==> config.mk <==
export PLATFORM = sky130hd
export DESIGN_NAME = seq_mul_add_8bit_flat
export DESIGN_NICKNAME = d
export VERILOG_FILES = /design/src/rtl/seq_mul_add_8bit_if.sv /design/src/rtl/seq_mul_add_8bit.sv /design/src/flat_wrapper.sv
export SDC_FILE = /design/constraint.sdc
export NUM_CORES = 1
export LEC_CHECK = 0
export CELL_PAD_IN_SITES_DETAIL_PLACEMENT = 0
export CELL_PAD_IN_SITES_GLOBAL_PLACEMENT = 1
export CORE_MARGIN = 2
export CORE_UTILIZATION = 30
export DETAILED_ROUTE_END_ITERATION = 16
export PLACE_DENSITY = 0.61
export SLEW_MARGIN = 20
export SYNTH_ARGS = -nofsm -noshare
export SYNTH_HDL_FRONTEND = slang
export SYNTH_SLANG_ARGS = --single-unit
==> constraint.sdc <==
create_clock -name clk -period 2.43 [get_ports clk]
set_input_delay 0.729 -clock clk [delete_from_list [all_inputs] [get_ports clk]]
set_output_delay 0.729 -clock clk [all_outputs]
set_load 0.005 [all_outputs]
==> src/rtl/seq_mul_add_8bit_if.sv <==
// Start/busy handshake bundle for the shift-add multiply-accumulate unit.
// The master drives the operands and start; the slave returns result and status.
interface seq_mul_add_8bit_if #(
   parameter int WIDTH = 8
);
   logic                 start;
   logic [WIDTH-1:0]     a;
   logic [WIDTH-1:0]     b;
   logic [WIDTH-1:0]     c;
   logic [2*WIDTH-1:0]   result;
   logic                 busy;
   logic                 done;
   logic                 wide_flag;

   modport master (
      output start, a, b, c,
      input  result, busy, done, wide_flag
   );

   modport slave (
      input  start, a, b, c,
      output result, busy, done, wide_flag
   );
endinterface

==> src/rtl/seq_mul_add_8bit.sv <==
// Sequential radix-2 shift-add unit computing result = a*b + c, unsigned.
// Fixed latency of WIDTH+1 cycles from the accepting edge to done.
module seq_mul_add_8bit #(
   parameter int WIDTH = 8,
   parameter int CNT_W = 4
) (
   input  logic              clk,
   input  logic              reset,
   seq_mul_add_8bit_if.slave bus
);

   typedef enum logic [1:0] {
      IDLE   = 2'd0,
      MULT   = 2'd1,
      FINISH = 2'd2
   } state_t;

   localparam int W2 = 2 * WIDTH;

   state_t             state_q;
   state_t             state_d;
   logic [W2-1:0]      mcand_q;
   logic [WIDTH-1:0]   mplier_q;
   logic [W2-1:0]      acc_q;
   logic [CNT_W-1:0]   count_q;
   logic [W2-1:0]      result_q;
   logic               done_q;
   logic               wide_q;

   // State register; reset aborts any operation in flight.
   always_ff @(posedge clk or posedge reset) begin
      if (reset) state_q <= IDLE;
      else       state_q <= state_d;
   end

   // Next-state decode; the unused encoding falls back to IDLE.
   always_comb begin
      state_d = IDLE;
      unique case (state_q)
         IDLE:    state_d = bus.start ? MULT : IDLE;
         MULT:    state_d = (count_q <= CNT_W'(1)) ? FINISH : MULT;
         FINISH:  state_d = IDLE;
         default: state_d = IDLE;
      endcase
   end

   // Datapath: latch operands, shift-add once per MULT cycle, publish on FINISH.
   always_ff @(posedge clk or posedge reset) begin
      if (reset) begin
         mcand_q  <= '0;
         mplier_q <= '0;
         acc_q    <= '0;
         count_q  <= '0;
         result_q <= '0;
         done_q   <= 1'b0;
         wide_q   <= 1'b0;
      end else begin
         done_q <= 1'b0;
         unique case (state_q)
            IDLE: begin
               if (bus.start) begin
                  mcand_q  <= {{WIDTH{1'b0}}, bus.a};
                  mplier_q <= bus.b;
                  acc_q    <= {{WIDTH{1'b0}}, bus.c};
                  count_q  <= CNT_W'(WIDTH);
               end
            end
            MULT: begin
               if (count_q != '0) begin
                  if (mplier_q[0]) acc_q <= acc_q + mcand_q;
                  mcand_q  <= mcand_q << 1;
                  mplier_q <= mplier_q >> 1;
                  count_q  <= count_q - CNT_W'(1);
               end
            end
            FINISH: begin
               result_q <= acc_q;
               wide_q   <= |acc_q[W2-1:WIDTH];
               done_q   <= 1'b1;
            end
            default: ;
         endcase
      end
   end

   assign bus.result    = result_q;
   assign bus.done      = done_q;
   assign bus.wide_flag = wide_q;
   assign bus.busy      = (state_q != IDLE);

endmodule

==> src/flat_wrapper.sv <==
// flat-port wrapper written by rule: the top's interface ports become plain ports
module seq_mul_add_8bit_flat 
#(
   parameter int WIDTH = 8,
   parameter int CNT_W = 4
)
  (clk, reset, bus_start, bus_a, bus_b, bus_c, bus_result, bus_busy, bus_done, bus_wide_flag);
  seq_mul_add_8bit_if #(.WIDTH(WIDTH)) bus_i ();
  input  logic clk;
  input  logic reset;
  input wire logic [$bits(bus_i.start)-1:0] bus_start;
  input wire logic [$bits(bus_i.a)-1:0] bus_a;
  input wire logic [$bits(bus_i.b)-1:0] bus_b;
  input wire logic [$bits(bus_i.c)-1:0] bus_c;
  output wire logic [$bits(bus_i.result)-1:0] bus_result;
  output wire logic [$bits(bus_i.busy)-1:0] bus_busy;
  output wire logic [$bits(bus_i.done)-1:0] bus_done;
  output wire logic [$bits(bus_i.wide_flag)-1:0] bus_wide_flag;
  assign bus_i.start = bus_start;
  assign bus_i.a = bus_a;
  assign bus_i.b = bus_b;
  assign bus_i.c = bus_c;
  assign bus_result = bus_i.result;
  assign bus_busy = bus_i.busy;
  assign bus_done = bus_i.done;
  assign bus_wide_flag = bus_i.wide_flag;
  seq_mul_add_8bit #(.WIDTH(WIDTH), .CNT_W(CNT_W)) u_core (.clk(clk), .reset(reset), .bus(bus_i));
endmodule
Word level (Yosys, flattened, before mapping). Cells that the tools add are included.

Bits of input ports: 27. Word-level logic and storage cells: 40. Register bits after elaboration: 64.

Magnitude comparators: 1. Equal/unequal tests: 5. Muxes and demuxes: 17. Reduce and logical (&&, ||, !) cells: 7. Add/subtract/negate cells: 2.

Operator list (number): 16-bit 2-to-1 mux (5); 16-bit one-hot mux with 2 select lines (2); 16-bit adder (1); 8-bit 2-to-1 mux (2); 8-bit one-hot mux with 2 select lines (1); 4-bit 2-to-1 mux (2); 4-bit one-hot mux with 2 select lines (1); 8-bit OR reduction (1); 4-bit by 1-bit <= comparator with 1-bit output (second input constant) (1); 2-bit by 1-bit != test with 1-bit output (second input constant) (2); 2-bit one-hot mux with 2 select lines (1); 4-bit AND reduction (1); 2-bit nonzero test (2); 4-bit nonzero test (1); 4-bit by 1-bit subtractor with 4-bit output (second input constant) (1); 3-bit AND reduction (1); 2-bit by 1-bit == test with 1-bit output (second input constant) (1); 2-bit == test (second input constant) (1); 2-bit zero test (1); 1-bit 2-to-1 mux (2); 2-bit 2-to-1 mux (1); 2-bit != test (second input constant) (1).

Depth between registers and ports, before layout. Gate-level depths: netlist of run 1.

Depth after elaboration: 4. Gate-level depth with buffers: 10.

Worst setup path after synthesis of run 1. No wires, ideal clock.

Kind: flip-flop to flip-flop. Start: register u_core.acc_q[0]. End: register u_core.acc_q[12]. Data required time: 2361 ps. Arrival time: 2205 ps. Slack: 156 ps. Library setup time: 69 ps. Stages on the path, launching flop included: 9. Path through: dfrtp_1 -> ha_1 -> fa_1 -> a21oi_1 -> o21ai_1 -> a21oi_1 -> o21ai_1 -> or4_1 -> nand3_1.

Longest elaborated chain between the ends: 4.

RTL lines: from (decl) (line seq_mul_add_8bit.sv:24) `logic [W2-1:0] acc_q;`; from (signal assigned) (line seq_mul_add_8bit.sv:64) `acc_q <= {{WIDTH{1'b0}}, bus.c};`; from (signal assigned) (line seq_mul_add_8bit.sv:70) `if (mplier_q[0]) acc_q <= acc_q + mcand_q;`; 16-bit adder (line seq_mul_add_8bit.sv:70); 16-bit 2-to-1 mux (line seq_mul_add_8bit.sv:70); 16-bit 2-to-1 mux (line seq_mul_add_8bit.sv:69) `if (count_q != '0) begin`; 16-bit one-hot mux with 2 select lines (line seq_mul_add_8bit.sv:59) `unique case (state_q)`.

No other way between the ends. The select of a mux whose other input is x is not followed. A chain may end at the register's enable or synchronous reset.

Worst setup path after layout of run 1. Same ends and word-level chain as after synthesis.

==> results.md, run 1 <==
* Status: complete, no violations
* Fin. Hold Viols at 0
* Chip height at 111 µm
* Worst hold start: u_core.bus.result[9]
* Reg2reg setup slack at 120 ps
* Unrepaired setup endpoints after global routing: false
* Pleak at 1.99 nW
* GRT Total Usage at 14.5%
* Final setup fails at 0
* Max-slew violations at 0
* Vias in the first global route at 2894
* Mapped Area at 3450 µm²
* Sequential fraction of design power at 29.0%
* Gate power share at 50.9%
* WL/cell at 14.6 µm
* Async S/R FF share, synth at 100%
* FF-to-FF Start: u_core.acc_q[0]
* Root Buffer: clkbuf_16
* First-pass GRT wire length at 14.4 mm
* CTS buffer count at 9
* Measured slew at the worst slew-check pin at 672 ps
* Worst Setup Start Kind: flop
* Total power divided by cell area at 1520 nW/µm²
* Yosys top cell by area: dfrtp_1
* Drt first pass iters at 4
* Fin crit share at 95.0%
* WP data required at 2690 ps
* Maxcap violations at 0
* Synthesis-to-finish area growth at 29.5%
* Ratio of cells with drive above 1 in the final layout at 12.9%
* # hold bufs at CTS at 0
* Hold Crit Class: flop to flop
* Clock skew at 6.27 ps
* Placer Congestion at 0.848
* Routed vias at 2841
* Post-place instance area at 4140 µm²
* Place WS at 108 ps
* Via density at 4.93
* Starting DRT DRC Count at 132
* Post-synthesis sequential area ratio at 46.4%
* I/O pin cnt at 46
* Worst path max stage delay at 460 ps
* Synth Register Bits at 64
* TritonCTS clock tree: yes
* Cell mode on critical path: o21ai_1
* Setup ws final at 123 ps
* Total grt overflow at 0
* R2r endpoint: u_core.acc_q[12]
* Synth top area cells: dfrtp_1 46%, nand2_1 8.3%, ha_1 6.5%
* Clock power share at 20.1%
* Nets at 474
* Largest net degree at the start of global routing at 65
* DRC Markers at 0
* Worst-path clk slew at 50 ps
* Non-Filler Instances at 576
* Antenna violations before repair at 0
* Sw frac at 40.3%
* Fmax at 433 MHz
* Rel. slew slack at 55.2%
* Core footprint at 11300 µm²
* CP Cell Sequence: ha_1 > fa_1 > a21oi_2 > o21ai_1 > a21oi_1 > buf_4 > o21ai_1 > or4_1 > nand3_1
* Full die area at 12400 µm²
* Hold Path Depth at 1
* Syn avg cell area at 9.23 µm²
* Total wire length at 8.43 mm
* Cell-internal power at 4.07 mW
* CP delay by family, top: adder cells
* Initial core utilization at 30.5%
* Setup CP Type: flop to flop
* Worst reg2reg path depth at 9
* HPWL after DPL at 6.12 mm
* Top-area cell type share of the netlist area at 46.4%
* Post-CTS Setup Bufs at 0
* Num Clock Sinks at 64
* Post-synth EDFFs at 0
* Post-synth top flop: dfrtp_1
* Worst Path Max Fanout at 5
* Die W at 111 µm
* IO buf count at 45
* Setup crit end kind: flop
* Crit-path slowest cell: or4_1
* Hold endpoint: u_core.bus.result[9]
* Setup TNS Final at 0 ps
* Clk buf depth at 2
* P_sw at 2.75 mW
* ANT nets after route at 0
* Worst VDD drop at 0.546 mV
* ANT cells at 0
* H-tree depth at 3
* Synth warn at 0
* Worst Path Buf+Inv at 1
* Fin util at 39.5%
* Synth unique cells at 55
* Synthesized Nets at 420
* Synth Instances at 374
* Clk_lat worst skew at 330 ps
* CP arrival at 2570 ps
* Post-route design area at 4470 µm²
* Placed Cells at 560
* Period minus WS final at 2310 ps
* Cell Rows at 39
[power by group through the flow]
stage          Clock, mW  Sequential, mW  Combinational [mW]
2_1_floorplan          0            1.87                2.39
3_3_place_gp           0            1.99                3.42
3_5_place_dp           0            2.01                3.44
4_1_cts             1.41            1.99                3.47
5_1_grt             1.45            2.06                3.92
6_report            1.37            1.98                3.47
[flip-flops by register name, summed over array words and instances, names as in the netlist]
signal / cells
u_core.bus.result: 16
u_core.acc_q: 16
u_core.count_q: 4
u_core.bus.wide_flag: 1
u_core.mplier_q: 8
u_core.state_q: 2
u_core.bus.done: 1
u_core.mcand_q: 16
[layout by cell type, fill, tap and decap left out, types with 7 or more instances in the layout]
master / n
nand2_1: 76
dfrtp_1: 64
clkdlybuf4s50_1: 45
nor2_1: 36
a31oi_1: 19
nand3_1: 17
ha_1: 17
a21oi_1: 16
mux2_2: 16
buf_4: 12
nor3_1: 10
clkbuf_16: 9
o21ai_0: 8
inv_1: 7
[layer usage]
layer  track usage (%)  wire length, µm  vias to the layer above
li1                  -                -                     1439
met1              21.5             4440                     1350
met2              21.1             3630                       41
met3              2.19              206                       11
met4              6.17              149                        0
met5                 0                0                        -
[logic make-up (layout without fill, tap and decap cells)]
logic type / Yosys count / after routing / synth area share [%]
and+or+nand+nor: 167 / 167 / 21.7
AOI/OAI and AO/OA: 75 / 75 / 14.3
DFF: 64 / 64 / 46.4
buffers and inverters: 24 / 83 / 2.94
adders and majority gates: 19 / 19 / 7.10
muxes: 18 / 18 / 5.80
xor gates and xnor gates: 7 / 7 / 1.78
[worst max path at each step]
stage | end | cells after the start | startpoint | slack [ps]
2_1_floorplan | u_core.acc_q[0] | 1 | reset | 100
3_3_place_gp | u_core.acc_q[12] | 9 | u_core.acc_q[0] | 130
3_5_place_dp | u_core.acc_q[12] | 9 | u_core.acc_q[0] | 110
4_1_cts | u_core.acc_q[12] | 9 | u_core.acc_q[0] | 90
5_1_grt | u_core.acc_q[12] | 9 | u_core.acc_q[0] | 6
6_report | u_core.acc_q[12] | 9 | u_core.acc_q[0] | 120
[Yosys cell counts, types with 6 or more instances]
| cell | n |
|---|---|
| ha_1 | 18 |
| clkbuf_1 | 7 |
| buf_2 | 6 |
| inv_1 | 8 |
| mux2_2 | 16 |
| nand3_1 | 17 |
| nor2_1 | 36 |
| nand2_1 | 76 |
| a21oi_1 | 17 |
| dfrtp_1 | 64 |
| a31oi_1 | 19 |
| nor3_1 | 10 |
| o21ai_0 | 8 |
[area by class of cell]
type / instances / area (µm²)
flip-flops and latches: 64 / 1600
clock inverters: 3 / 65.1
repair buffers: 59 / 581
clock buffers: 13 / 250
fillers: 1183 / 6850
inverters: 8 / 30.0
multi-input cells: 286 / 1770
well taps: 143 / 179
[repair_timing]
action | CTS | global route
hold endpoints to repair | 0 | 0
setup endpoints to repair | 0 | 2
resized for setup | 0 | 4
[per-stage QoR]
step	hold WS, ps	power, mW
2_1_floorplan	462	4.26
3_3_place_gp	487	5.41
3_5_place_dp	493	5.45
4_1_cts	507	6.86
5_1_grt	520	7.44
6_report	502	6.82
(Power assumes the default switching activity.)
==> inputs of run 2 (changes only) <==
ABC_CLOCK_PERIOD_IN_PS = 2430   (was not set)
CELL_PAD_IN_SITES_DETAIL_PLACEMENT = 1   (was 0)
CELL_PAD_IN_SITES_GLOBAL_PLACEMENT = 2   (was 1)
PLACE_DENSITY = 0.73   (was 0.61)
==> run 2 against run 1 <==
Wire length increased by 13%. Via count increased by 3.9%. Total power increased by 2.0%. Global-route usage increased by 1.9 points. Sequential cell count unchanged. First-iteration DRC count decreased by 27%. Largest cell class unchanged. Largest power group unchanged. Highest routed layer unchanged.
==> results.md, run 2 (same netlist as run 1, synthesis figures left out) <==
* Hold Path Depth at 2 (was 1)
* Setup TNS Final at 0 ps (unchanged)
* Worst Setup Start Kind: flop (unchanged)
* Worst path max stage delay at 430 ps (was 460 ps)
* GRT Total Usage at 16.4% (was 14.5%)
* Nets at 474 (unchanged)
* Fin crit share at 94.5% (was 95.0%)
* Wl on met1 at 4.76 mm (was 4.44 mm)
* CTS buffer count at 9 (unchanged)
* Vias in the first global route at 3153 (was 2894)
* Drt first pass iters at 4 (unchanged)
* Synthesis-to-finish area growth at 29.5% (about the same)
* DRC Markers at 0 (unchanged)
* WL/cell at 16.6 µm (was 14.6 µm)
* Final setup fails at 0 (unchanged)
* Met3 wire length at 202 µm (was 206 µm)
* Hold Crit Class: flop to flop (unchanged)
* Hold WS at 503 ps (was 502 ps)
* Measured slew at the worst slew-check pin at 677 ps (was 672 ps)
* Initial core utilization at 30.5% (unchanged)
* Worst VDD drop at 0.710 mV (was 0.546 mV)
* HPWL after DPL at 6.88 mm (was 6.12 mm)
* Maxcap violations at 0 (unchanged)
* Crit path from: u_core.acc_q[1] (was u_core.acc_q[0])
* Full die area at 12400 µm² (unchanged)
* Total grt overflow at 0 (unchanged)
* First-pass GRT wire length at 16.2 mm (was 14.4 mm)
* FF-to-FF Start: u_core.acc_q[1] (was u_core.acc_q[0])
* Largest net degree at the start of global routing at 65 (unchanged)
* Clk_lat worst skew at 330 ps (about the same)
* Worst hold start: u_core.mplier_q[7] (was u_core.bus.result[9])
* WP data required at 2640 ps (was 2690 ps)
* Worst Path Max Fanout at 5 (unchanged)
* Fillers at 1339 (was 1183)
* Ratio of cells with drive above 1 in the final layout at 13.0% (was 12.9%)
* Top sig layer: met4 (unchanged)
* Status: complete, no violations (unchanged)
* Worst reg2reg path depth at 7 (was 9)
* Num Clock Sinks at 64 (unchanged)
* Fin util at 39.5% (about the same)
* Setup crit end kind: flop (unchanged)
* Max-slew violations at 0 (unchanged)
* Starting DRT DRC Count at 96 (was 132)
* Root Buffer: clkbuf_16 (unchanged)
* Most frequent cells in the layout: 76 x nand2_1, 64 x dfrtp_1, 45 x clkdlybuf4s50_1 (unchanged)
* I/O pin cnt at 46 (unchanged)
* Routed vias at 2952 (was 2841)
* Pleak at 1.99 nW (about the same)
* Via density at 5.13 (was 4.93)
* DR WL met2 at 4.40 mm (was 3.63 mm)
* Setup CP Type: flop to flop (unchanged)
* Cell Rows at 39 (unchanged)
* H-tree depth at 3 (unchanged)
* Worst-path clk slew at 60 ps (was 50 ps)
* ANT nets after route at 0 (unchanged)
* Fin. Hold Viols at 0 (unchanged)
* Post-CTS Setup Bufs at 0 (unchanged)
* Chip height at 111 µm (unchanged)
* Total Power at 6.95 mW (was 6.82 mW)
* Clk buf depth at 2 (unchanged)
* CP Cell Sequence: ha_1 > a21o_1 > and4_1 > o2111a_1 > or4_4 > a32oi_1 > o21ai_1 (was ha_1 > fa_1 > a21oi_2 > o21ai_1 > a21oi_1 > buf_4 > o21ai_1 > or4_1 > nand3_1)
* Placer Congestion at 0.822 (was 0.848)
* Most common cell after layout, fill and taps aside: nand2_1 (unchanged)
* Rel. slew slack at 54.7% (was 55.2%)
* ANT cells at 0 (unchanged)
* Fmax at 435 MHz (was 433 MHz)
* TritonCTS clock tree: yes (unchanged)
* Clock skew at 9.55 ps (was 6.27 ps)
* Unrepaired setup endpoints after global routing: false (unchanged)
* Total power divided by cell area at 1550 nW/µm² (was 1520 nW/µm²)
* IO buf count at 45 (unchanged)
* Die W at 111 µm (unchanged)
* Crit-path slowest cell: dfrtp_1 (was or4_1)
* Core footprint at 11300 µm² (unchanged)
* Antenna violations before repair at 0 (unchanged)
* Total wire length at 9.54 mm (was 8.43 mm)
* Setup ws final at 134 ps (was 123 ps)
* Period minus WS final at 2300 ps (was 2310 ps)
* Place WS at 71.5 ps (was 108 ps)
* CP arrival at 2510 ps (was 2570 ps)
==> run 2: cell types whose count changed in the layout (fill, tap and decap cells not counted) <==
cell       change
clkbuf_1       -2
a2111oi_1      +1
a2111oi_2      -1
clkbuf_8       +1
fa_1           -1
fa_2           +1
ha_1           +1
ha_2           -1
==> run 2: metal layers <==
layer,vias to the layer above,global-route usage [%]
met5,-,0
met4,0,6.67
met3,12,2.35
met2,33,26.4
met1,1475,22.4
li1,1432,-
==> run 2: layout make-up <==
| cell class | instances | area, µm² | area share [%] |
|---|---|---|---|
| well taps | 143 | 179 | 4.00 |
| inverters | 8 | 30.0 | 0.671 |
| repair buffers | 59 | 581 | 13.0 |
| multi-input cells | 286 | 1760 | 39.4 |
| clock buffers | 12 | 256 | 5.73 |
| clock inverters | 3 | 65.1 | 1.45 |
| flip-flops and latches | 64 | 1600 | 35.8 |
==> run 2: power by group <==
| group | internal (mW) | switching [mW] |
|---|---|---|
| Combinational | 1.58 | 1.99 |
| Sequential | 1.57 | 0.431 |
| Clock | 0.945 | 0.444 |
==> run 2: per-stage QoR <==
step / instance area [µm²] / cells
after floorplan: 3450 / 374
after global placement: 4140 / 560
after detailed placement: 4140 / 560
after CTS: 4470 / 575
after global routing: 4470 / 575
final: 4470 / 575
==> run 2: critical path, delay by kind of cell, from the launching register on <==
| kind | cells | cell delay [ps] |
|---|---|---|
| AOI/OAI and AO/OA | 4 | 720 |
| DFF | 1 | 430 |
| and+or+nand+nor | 2 | 700 |
| adders and majority gates | 1 | 320 |
==> run 2: what timing repair did <==
action | 4_1_cts | 5_1_grt
endpoints found under the setup margin | 0 | 3
gates resized for setup | 0 | 3
hold buffers | 0 | 0
==> run 2: worst paths after layout <==
| kind | slack (ps) | end |
|---|---|---|
| max | 130 | u_core.acc_q[15] |
| max reg2reg | 130 | u_core.acc_q[15] |
| min in group asynchronous | 770 | u_core.mcand_q[10] |
| max in group asynchronous | 1330 | u_core.bus.result[8] |
| min | 500 | u_core.mplier_q[7] |
| min reg2reg | 500 | u_core.mplier_q[7] |
==> inputs of run 3 (changes only) <==
CORE_ASPECT_RATIO = 0.6   (was not set)
==> run 3 against run 2 <==
Design area is 0.34% higher. Via count is 0.98% lower. Clock skew is 4.9 ps lower. Largest cell class unchanged. Largest power group unchanged.
==> results.md, run 3 (same netlist as run 1, synthesis figures left out) <==
* Status: complete, no violations (unchanged)
* Chip height at 87.1 µm (was 111 µm)
* Vias in the first global route at 2883 (was 3153)
* Setup CP Type: flop to flop (unchanged)
* Clock power share at 18.6% (was 20.0%)
* Total grt overflow at 0 (unchanged)
* Antenna violations before repair at 0 (unchanged)
* Total power divided by cell area at 1550 nW/µm² (about the same)
* CP delay by family, top: compound AO/OA/AOI/OAI gates (unchanged)
* Worst VDD drop at 0.648 mV (was 0.710 mV)
* Clk buf depth at 2 (unchanged)
* Total wire length at 9.86 mm (was 9.54 mm)
* WL/cell at 17.0 µm (was 16.6 µm)
* Worst Setup Start Kind: flop (unchanged)
* I/O pin cnt at 46 (unchanged)
* Cell-internal power at 4.01 mW (was 4.09 mW)
* Measured slew at the worst slew-check pin at 718 ps (was 677 ps)
* CP arrival at 2540 ps (was 2510 ps)
* ANT cells at 0 (unchanged)
* Post-CTS Setup Bufs at 0 (unchanged)
* Worst Path Max Fanout at 5 (unchanged)
* Crit-path slowest cell: dfrtp_1 (unchanged)
* Starting DRT DRC Count at 136 (was 96)
* Sequential fraction of design power at 29.1% (was 28.7%)
* Drt first pass iters at 4 (unchanged)
* Worst path max stage delay at 450 ps (was 430 ps)
* Clk_lat worst skew at 330 ps (about the same)
* H-tree depth at 3 (unchanged)
* Root Buffer: clkbuf_16 (unchanged)
* Most common cell after layout, fill and taps aside: nand2_1 (unchanged)
* Max-slew violations at 0 (unchanged)
* Initial core utilization at 30.7% (was 30.5%)
* Full die area at 12400 µm² (about the same)
* HPWL after DPL at 7.39 mm (was 6.88 mm)
* Fmax at 429 MHz (was 435 MHz)
* Routed vias at 2923 (was 2952)
* ANT nets after route at 0 (unchanged)
* Most frequent cells in the layout: 76 x nand2_1, 64 x dfrtp_1, 45 x clkdlybuf4s50_1 (unchanged)
* Worst Path Buf+Inv at 0 (unchanged)
* Non-Filler Instances at 581 (was 575)
* Sw frac at 42.2% (was 41.2%)
* Synthesis-to-finish area growth at 30.0% (was 29.5%)
* Rel. slew slack at 52.0% (was 54.7%)
* TritonCTS clock tree: yes (unchanged)
* Via density at 5.03 (was 5.13)
* Worst-path clk slew at 50 ps (was 60 ps)
* Post-route design area at 4490 µm² (was 4470 µm²)
* Fillers at 1304 (was 1339)
* Ratio of cells with drive above 1 in the final layout at 14.2% (was 13.0%)
* Area of the multi-input gates at 1780 µm² (was 1760 µm²)
* Core footprint at 11300 µm² (about the same)
* Largest net degree at the start of global routing at 65 (unchanged)
* Gate power share at 52.2% (was 51.3%)
* Final setup fails at 0 (unchanged)
* Placer Congestion at 0.824 (was 0.822)
* Fin crit share at 96.0% (was 94.5%)
* P_sw at 2.93 mW (was 2.86 mW)
* IO buf count at 45 (unchanged)
* CTS buffer count at 9 (unchanged)
* WP data required at 2640 ps (about the same)
* Reg area at 1600 µm² (unchanged)
* Num Clock Sinks at 64 (unchanged)
* # hold bufs at CTS at 0 (unchanged)
* DRC Markers at 0 (unchanged)
* Unrepaired setup endpoints after global routing: false (unchanged)
* Hold Crit Class: flop to flop (unchanged)
* Period minus WS final at 2330 ps (was 2300 ps)
* First-pass GRT wire length at 16.0 mm (was 16.2 mm)
* Clock skew at 4.60 ps (was 9.55 ps)
* Pleak at 1.99 nW (about the same)
* Die W at 143 µm (was 111 µm)
* Cell Rows at 30 (was 39)
* Nets at 478 (was 474)
* Placed Cells at 565 (was 560)
* Setup TNS Final at 0 ps (unchanged)
* CP Cell Sequence: ha_1 > a21o_1 > and4_1 > o2111a_1 > or4_4 > a32oi_1 > o21ai_1 (unchanged)
* Post-place instance area at 4160 µm² (was 4140 µm²)
* GRT Total Usage at 17.2% (was 16.4%)
* Fin. Hold Viols at 0 (unchanged)
* Maxcap violations at 0 (unchanged)
* Hold WS at 502 ps (was 503 ps)
* Setup crit end kind: flop (unchanged)
* Total Power at 6.94 mW (was 6.95 mW)
[run 3: power groups by stage]
stage / Clock, mW / Sequential [mW] / Combinational, mW
6_report: 1.29 / 2.02 / 3.63
5_1_grt: 1.38 / 2.10 / 4.10
4_1_cts: 1.32 / 2.02 / 3.61
3_5_place_dp: 0 / 2.03 / 3.58
3_3_place_gp: 0 / 2.01 / 3.48
2_1_floorplan: 0 / 1.87 / 2.39
[run 3: metrics by stage]
step / setup WS (ps) / utilization [%]
4_1_cts: 84.6 / 39.7
3_3_place_gp: 76.9 / 37.0
6_report: 96.7 / 39.9
3_5_place_dp: -2.21 / 37.0
5_1_grt: 7.81 / 39.9
2_1_floorplan: 103 / -
[run 3: final timing paths]
check | start | end | slack, ps | cells after the start
hold reg to reg | u_core.bus.result[14] | u_core.bus.result[14] | 500 | 1
setup / recovery | u_core.acc_q[1] | u_core.acc_q[15] | 100 | 7
hold / removal | u_core.bus.result[14] | u_core.bus.result[14] | 500 | 1
max in group asynchronous | reset | u_core.bus.result[11] | 1340 | 3
setup reg to reg | u_core.acc_q[1] | u_core.acc_q[15] | 100 | 7
min in group asynchronous | reset | u_core.mcand_q[11] | 760 | 3
[run 3: layout make-up]
type,count,share of cell area [%]
well taps,144,4.01
repair buffers,63,13.3
multi-input cells,286,39.6
clock inverters,3,0.892
flip-flops and latches,64,35.7
clock buffers,13,5.80
inverters,8,0.669
[run 3: timing repair]
item	4_1_cts	5_1_grt
gates resized for setup	1	5
endpoints found under the hold margin	0	0
setup endpoints to repair	1	4
pin swaps	0	1
[run 3: per-layer routing]
metal | share of wire, % | track usage [%]
met1 | 57 | 27.2
met2 | 38 | 22.6
met3 | 4.7 | 4.78
met4 | 0.99 | 4.32
met5 | 0 | 0
